<file path="config.mk">
export PLATFORM = sky130hd
export DESIGN_NAME = sort_engine_flat
export DESIGN_NICKNAME = d
export VERILOG_FILES = /design/src/rtl/sort_if.sv /design/src/rtl/sort_engine.sv /design/src/flat_wrapper.sv
export SDC_FILE = /design/constraint.sdc
export NUM_CORES = 1
export LEC_CHECK = 0
export ABC_AREA = 1
export BUFFER_PORTS_ARGS = -buffer_cell sky130_fd_sc_hd__buf_2
export CELL_PAD_IN_SITES_DETAIL_PLACEMENT = 1
export CELL_PAD_IN_SITES_GLOBAL_PLACEMENT = 1
export CORE_UTILIZATION = 50
export CTS_CLUSTER_DIAMETER = 60
export DETAILED_ROUTE_END_ITERATION = 8
export PLACE_DENSITY = 0.88
export SYNTH_ARGS = -nofsm -noshare
export SYNTH_HDL_FRONTEND = slang
export SYNTH_SLANG_ARGS = --single-unit
</file>
<file path="constraint.sdc">
create_clock -name clk -period 4.8 [get_ports clk]
set_clock_uncertainty 0.1 [all_clocks]
set_input_delay 0.96 -clock clk [delete_from_list [all_inputs] [get_ports clk]]
set_output_delay 0.96 -clock clk [all_outputs]
set_load 0.02 [all_outputs]
</file>
<file path="src/rtl/sort_if.sv">
// Host-side port bundle of sort_engine: load/readback port, start/order control and status.
// Handshake: start and wr are single-cycle strobes that take effect only at an edge where ready=1.
interface sort_if #(
  parameter int WIDTH = 8,
  parameter int DEPTH = 8,
  parameter int AW    = $clog2(DEPTH)
) ();
  logic             start;
  logic             desc;
  logic             wr;
  logic [AW-1:0]    addr;
  logic [WIDTH-1:0] datain;
  logic [WIDTH-1:0] dataout;
  logic             ready;
  logic [AW-1:0]    swap_cnt;

  modport master (
    output start, desc, wr, addr, datain,
    input  dataout, ready, swap_cnt
  );

  modport slave (
    input  start, desc, wr, addr, datain,
    output dataout, ready, swap_cnt
  );
endinterface

</file>
<file path="src/rtl/sort_engine.sv">
// In-place selection sorter over a DEPTH x WIDTH register array with runtime order,
// optional signed compare and a per-sort swap counter.
module sort_engine #(
    parameter int WIDTH  = 8,
    parameter int DEPTH  = 8,
    parameter bit SIGNED = 1'b0
) (
    input  logic       clk,
    input  logic       rst,
    sort_if.slave      bus,
    output logic [1:0] dbg_state
);

    localparam int AW = $clog2(DEPTH);
    localparam logic [AW:0]   DEPTH_W = (AW+1)'(DEPTH);
    localparam logic [AW-1:0] LAST_I  = AW'(DEPTH - 2);
    localparam logic [AW-1:0] LAST_J  = AW'(DEPTH - 1);

    typedef enum logic [1:0] {
        IDLE  = 2'd0,
        OUTER = 2'd1,
        INNER = 2'd2,
        SWAP  = 2'd3
    } state_t;

    state_t state, state_n;

    logic [WIDTH-1:0] mem [DEPTH];
    logic [WIDTH-1:0] best;
    logic [WIDTH-1:0] cand;
    logic [AW-1:0]    i, j, bi;
    logic [AW-1:0]    bi_final;
    logic [AW-1:0]    swap_cnt;
    logic [WIDTH-1:0] dataout;
    logic             ready;
    logic             desc_q;
    logic             addr_ok;
    logic             lt, gt, take;
    logic             last_j, last_i;

    assign addr_ok   = {1'b0, bus.addr} < DEPTH_W;
    assign last_j    = (j == LAST_J);
    assign last_i    = (i == LAST_I);
    assign cand      = mem[j];

    assign bus.dataout  = dataout;
    assign bus.ready    = ready;
    assign bus.swap_cnt = swap_cnt;
    assign dbg_state    = state;

    // Strict compare against the running best keeps the lowest index among equal keys.
    always_comb begin
        lt = 1'b0;
        gt = 1'b0;
        if (SIGNED) begin
            lt = $signed(cand) < $signed(best);
            gt = $signed(cand) > $signed(best);
        end else begin
            lt = cand < best;
            gt = cand > best;
        end
        take     = desc_q ? gt : lt;
        bi_final = take ? j : bi;
    end

    always_comb begin
        state_n = state;
        case (state)
            IDLE: begin
                if (bus.start) begin
                    state_n = OUTER;
                end
            end
            OUTER: begin
                state_n = INNER;
            end
            INNER: begin
                if (last_j) begin
                    if (bi_final != i) begin
                        state_n = SWAP;
                    end else if (last_i) begin
                        state_n = IDLE;
                    end else begin
                        state_n = OUTER;
                    end
                end
            end
            SWAP: begin
                state_n = last_i ? IDLE : OUTER;
            end
            default: begin
                state_n = IDLE;
            end
        endcase
    end

    always_ff @(posedge clk) begin
        if (rst) begin
            for (int k = 0; k < DEPTH; k++) begin
                mem[k] <= '0;
            end
            state    <= IDLE;
            dataout  <= '0;
            ready    <= 1'b1;
            swap_cnt <= '0;
            desc_q   <= 1'b0;
            best     <= '0;
            i        <= '0;
            j        <= '0;
            bi       <= '0;
        end else begin
            state <= state_n;
            case (state)
                IDLE: begin
                    if (bus.start) begin
                        desc_q   <= bus.desc;
                        i        <= '0;
                        swap_cnt <= '0;
                        ready    <= 1'b0;
                    end else if (bus.wr) begin
                        if (addr_ok) begin
                            mem[bus.addr] <= bus.datain;
                        end
                    end else begin
                        dataout <= addr_ok ? mem[bus.addr] : '0;
                    end
                end
                OUTER: begin
                    best <= mem[i];
                    bi   <= i;
                    j    <= i + AW'(1);
                end
                INNER: begin
                    if (take) begin
                        best <= cand;
                    end
                    bi <= bi_final;
                    if (!last_j) begin
                        j <= j + AW'(1);
                    end else if (bi_final == i) begin
                        // No swap needed: the NEXT decision happens in this cycle.
                        if (last_i) begin
                            ready <= 1'b1;
                        end else begin
                            i <= i + AW'(1);
                        end
                    end
                end
                SWAP: begin
                    mem[i]   <= mem[bi];
                    mem[bi]  <= mem[i];
                    swap_cnt <= swap_cnt + AW'(1);
                    if (last_i) begin
                        ready <= 1'b1;
                    end else begin
                        i <= i + AW'(1);
                    end
                end
                default: begin
                    ready <= 1'b1;
                end
            endcase
        end
    end

endmodule

</file>
<file path="src/flat_wrapper.sv">
// flat-port wrapper written by rule: the top's interface ports become plain ports
module sort_engine_flat 
#(
    parameter int WIDTH  = 8,
    parameter int DEPTH  = 8,
    parameter bit SIGNED = 1'b0
)
  (clk, rst, dbg_state, bus_start, bus_desc, bus_wr, bus_addr, bus_datain, bus_dataout, bus_ready, bus_swap_cnt);
  sort_if #(.WIDTH(WIDTH), .DEPTH(DEPTH)) bus_i ();
  input  logic clk;
  input  logic rst;
  output logic [1:0] dbg_state;
  input wire logic [$bits(bus_i.start)-1:0] bus_start;
  input wire logic [$bits(bus_i.desc)-1:0] bus_desc;
  input wire logic [$bits(bus_i.wr)-1:0] bus_wr;
  input wire logic [$bits(bus_i.addr)-1:0] bus_addr;
  input wire logic [$bits(bus_i.datain)-1:0] bus_datain;
  output wire logic [$bits(bus_i.dataout)-1:0] bus_dataout;
  output wire logic [$bits(bus_i.ready)-1:0] bus_ready;
  output wire logic [$bits(bus_i.swap_cnt)-1:0] bus_swap_cnt;
  assign bus_i.start = bus_start;
  assign bus_i.desc = bus_desc;
  assign bus_i.wr = bus_wr;
  assign bus_i.addr = bus_addr;
  assign bus_i.datain = bus_datain;
  assign bus_dataout = bus_i.dataout;
  assign bus_ready = bus_i.ready;
  assign bus_swap_cnt = bus_i.swap_cnt;
  sort_engine #(.WIDTH(WIDTH), .DEPTH(DEPTH), .SIGNED(SIGNED)) u_core (.clk(clk), .rst(rst), .bus(bus_i), .dbg_state(dbg_state));
endmodule
</file>
* Word-level counts from Yosys, hierarchy flattened
Memories as Yosys holds them, arrays and structs flattened. A register that Yosys moved wholly into a read port is not among the register bits. Cells that the tools add are included.
Storage, ports and cells: flip-flop bits (word level) 24, bits in writable memories 64, input port bits 16, output and inout port bits 14, logic and storage cells 90, memories 1
Cells by class: add/sub/neg operators 3, order comparisons 2, equality and inequality tests 12, multiplexer cells 48, bitwise logic cells 2, reduce and logical (&&, ||, !) cells 14
Memories:
- u_core.mem | words 8, bits a word 8, read ports 4, clocked after memory_dff 4, wr ports 8, RTL line sort_engine.sv:28 | logic [WIDTH-1:0] mem [DEPTH];
Operators with widths (count):
- 2-to-1 mux 3 bit | 15
- 2-to-1 mux 8 bit | 4
- OR reduction 8 bit | 3
- 2-to-1 mux 1 bit | 19
- one-hot mux 3 bit (2 select lines) | 3
- one-hot mux 8 bit (2 select lines) | 1
- AND reduction 2 bit | 5
- adder 3 x 1 -> 3 bit, second input constant | 3
- one-hot mux 3 bit (3 select lines) | 1
- greater-than comparator 8 bit | 1
- < comparator 8 bit | 1
- one-hot mux 2 bit (4 select lines) | 1
- == test 3 bit, second input constant | 2
- 2-to-1 mux 2 bit | 3
- != test 2 x 1 -> 1 bit, second input constant | 3
- == test 2 bit, second input constant | 2
- != test 2 bit, second input constant | 2
- AND reduction 4 bit | 1
- nonzero test 2 bit | 2
- == test 3 bit | 1
- != test 3 bit | 1
- one-hot mux 1 bit (3 select lines) | 1
- AND reduction 3 bit | 1
- nonzero test 3 bit | 1
- other kinds (3) | 4

* Depth between registers and ports, before layout
word-level depth 9, depth in mapped cells 25, depth with buffers taken out 24

* Worst setup path before layout
Ideal clock, no wire load.
path kind register to register, start point register (tool-made name), end point register (tool-made name), library setup time 118 ps, arrival 2491 ps, data required time 4582 ps, setup slack 2091 ps, cell stages (with the launch flop) 22, buffers on the path 2, period minus slack after synthesis 2709 ps, cells stage by stage dfxtp_1 > buf_4 > buf_2 > a21oi_1 > o21ai_0 > nand2_1 > nor2_1 > a31oi_1 > ha_1 > a21o_1 > nor2_4 > nand2_2 > nand2_4 > nand3_1 > nand2_1 > nand2_1 > nand2_1 > nand3_2 > nand2_4 > nand3_1 > nand2_1 > nor2_1

==> results.sh <==
export IMPL_reg2reg_slack_ns=0.83
export IMPL_grt_pass1_wl_mm=40.0
export IMPL_required_ns=4.95
export IMPL_dr_pass1_iters=6
export IMPL_place_port_buffers=29
export IMPL_power_density_nw_per_um2=617
export IMPL_place_area_um2=7180
export IMPL_ioPinCount=30
export IMPL_cts_setup_buffers=0
export IMPL_cp_arrival_ns=4.12
export IMPL_min_path_cells=2
export IMPL_cts_tree="done"
export IMPL_wl_per_cell_um=23.1
export IMPL_slew_headroom_pct=28.9
export IMPL_worstHoldStart="u_core.bus.dataout[6]$_SDFFE_PP0P_"
export IMPL_setup_viol=0
export IMPL_reg2reg_to="u_core.i[1]$_SDFFE_PP0P_"
export IMPL_async_reset_ff_share_pct=0
export IMPL_ys_warnings_count=0
export IMPL_antenna_found_initial=0
export IMPL_cts_resized=0
export IMPL_htree_levels=3
export IMPL_hp_class="reg2reg"
export IMPL_clk_pin_slew_ns=0.08
export IMPL_die_h_um=120
export IMPL_synth_avg_cell_area_um2=7.55
export IMPL_grt_pass1_vias=7157
export IMPL_cts_root_buf="clkbuf_16"
export IMPL_hold_viol_final=0
export IMPL_vias_per_cell=6.56
export IMPL_worst_hold_path_endpoint="u_core.bus.dataout[6]$_SDFFE_PP0P_"
export IMPL_yosysSeqAreaShare_pct=39.3
export IMPL_die_w_um=120
export IMPL_finalCritPeriodShare_pct=82.6
export IMPL_cts_buffers=9
export IMPL_clock_latency_ns=0.37
export IMPL_rows=42
export IMPL_synth_cell_type_count=36
export IMPL_peakVddDrop_v=0.000263
export IMPL_power_leakage_nw=2.85
export IMPL_initial_utilization_pct=51.9
export IMPL_critPathKind="reg2reg"
export IMPL_n_antenna_cell=0
export IMPL_layout_min_cycle_time_ns=3.97
export IMPL_drive_above_1_share_pct=11.6
export IMPL_dieArea_um2=14400
export IMPL_path_max_fanout=34
export IMPL_r2r_cells=20
export IMPL_synth_area_um2=6980
export IMPL_fin_nets=953
export IMPL_rsz0062_at_grt="false"
export IMPL_totalWireLength_mm=25.5
export IMPL_drc_errors=0
export IMPL_fin_tns_setup_ns=0
export IMPL_detail_route_iter0_violations=860
export IMPL_cts_sinks=105
export IMPL_endpoint_kind="flop"
export IMPL_postSynthCellCount=925
export IMPL_tightest_slew_ns=1.07
export IMPL_fmax_mhz=252
export IMPL_coreArea_um2=13500
export IMPL_slew_violations=0
export IMPL_finish_instance_area_um2=7490
export IMPL_final_cell_mix="125 x o21ai_0, 116 x nand2_1, 109 x a21oi_1"
export IMPL_place_congestion=0.942
export IMPL_cts_hold_buf=0
export IMPL_overflow=0
export IMPL_status="complete, no violations"
export IMPL_final_common_cell="o21ai_0"
export IMPL_area_growth_pct=7.22
export IMPL_layoutNonFillerInstCount=1101
export IMPL_maxCapViolCount=0
export IMPL_dp_hpwl_mm=19.5
export IMPL_grt_usage_pct=36.6
export IMPL_vias=7222
export IMPL_critPathLaunchType="flop"
export IMPL_antenna_left=0
export IMPL_placedCellCount=1085
export IMPL_synth_flop_cell="edfxtp_1"
export IMPL_grt_max_degree=65
export IMPL_synth_seq_cells=105
export IMPL_finalHoldWorstSlack_ns=0.369
export IMPL_synth_edf_count=64
export IMPL_synth_nets=958
export IMPL_cts_buffer_depth=2
final cells by class:
cell class                      instances  area (um^2)
Fill cell                            1727         5970
Multi-Input combinational cell        675         3660
Sequential cell                       105         2740
Inverter                               93          349
Clock buffer                           10          229
Tap cell                              176          220
Timing Repair Buffer                   36          198
Clock inverter                          6         81.3
report_power, final:
| part | internal [mW] | leakage (nW) | switching [mW] |
|---|---|---|---|
| combinational | 0.742 | 1.70 | 1.62 |
| sequential | 1.12 | 0.998 | 0.332 |
| clock | 0.419 | 0.153 | 0.385 |
how the worst max path moves through the flow:
stage	from	to	cells past startpoint
detailed placement	flop	u_core.i[1]$_SDFFE_PP0P_	21
global placement	flop	u_core.i[0]$_SDFFE_PP0P_	22
finish	flop	u_core.i[1]$_SDFFE_PP0P_	20
global route	flop	flop	20
CTS	flop	u_core.i[1]$_SDFFE_PP0P_	20
floorplan	flop	flop	21
cells in the mapped netlist, drive strengths merged (6+ instances only):
| master | number | share of area (%) |
|---|---|---|
| nand2 | 139 | 8.5 |
| o21ai | 137 | 10 |
| a21oi | 109 | 7.8 |
| inv | 92 | 4.9 |
| nor2 | 81 | 5.1 |
| edfxtp | 64 | 28 |
| o22ai | 64 | 5.7 |
| nand3 | 55 | 4.2 |
| dfxtp | 41 | 12 |
| o211ai | 35 | 3.8 |
| clkbuf | 30 | 1.6 |
| buf | 22 | 1.6 |
| ha | 17 | 3.0 |
| a211oi | 15 | 1.6 |
| a31oi | 10 | 0.90 |
| o221ai | 6 | 0.75 |
sequential cells by signal, summed over array words and instances (netlist names), named ones only:
| signal | flops |
|---|---|
| u_core.desc_q | 1 |
| u_core.mem | 64 |
| u_core.i | 3 |
| u_core.best | 8 |
| u_core.bus.ready | 1 |
| u_core.bus.swap_cnt | 3 |
| u_core.bi | 3 |
| u_core.j | 3 |
| u_core.bus.dataout | 8 |
| u_core.dbg_state | 2 |
metal layers:
layer | global-route usage [%] | routed length (um)
met5 | 0 | 0
met4 | 13.6 | 646
met3 | 4.33 | 2110
met2 | 58.7 | 11900
met1 | 50.6 | 10800
metrics by stage:
stage	setup slack [ns]	total power, mW	utilization (%)
after floorplan	2.09	3.07	-
after global placement	1.33	3.56	53.3
after detailed placement	0.998	3.73	53.3
after CTS	0.918	4.55	55.6
after global routing	0.543	4.92	55.6
final	0.833	4.62	55.6
worst max-delay path, cell delays in order, from the launching register on:
cell and delay, ns:
dfxtp_1 1.00, inv_2 0.24, a21oi_1 0.21, o21ai_0 0.12, nand2_1 0.07, nor2_1 0.04, a31oi_1 0.26, ha_1 0.31
a21o_1 0.22, nor2_4 0.16, nand2_2 0.08, nand2_4 0.11, nand3_1 0.13, nand3_1 0.13, nand2_1 0.06, inv_1 0.08
nand3_2 0.09, nand2_4 0.13, nand3_1 0.09, nand2_1 0.12, nor2_1 0.06
cells by family after synthesis:
family	after synthesis	synth area share, %
xor gates and xnor gates	1	0.125
adders and majority gates	17	3.05
and+or+nand+nor	279	18.2
DFF	105	39.3
AOI/OAI and AO/OA	378	31.2
buffers and inverters	145	8.23
No activity file was read; power rests on OpenSTA's default activity.
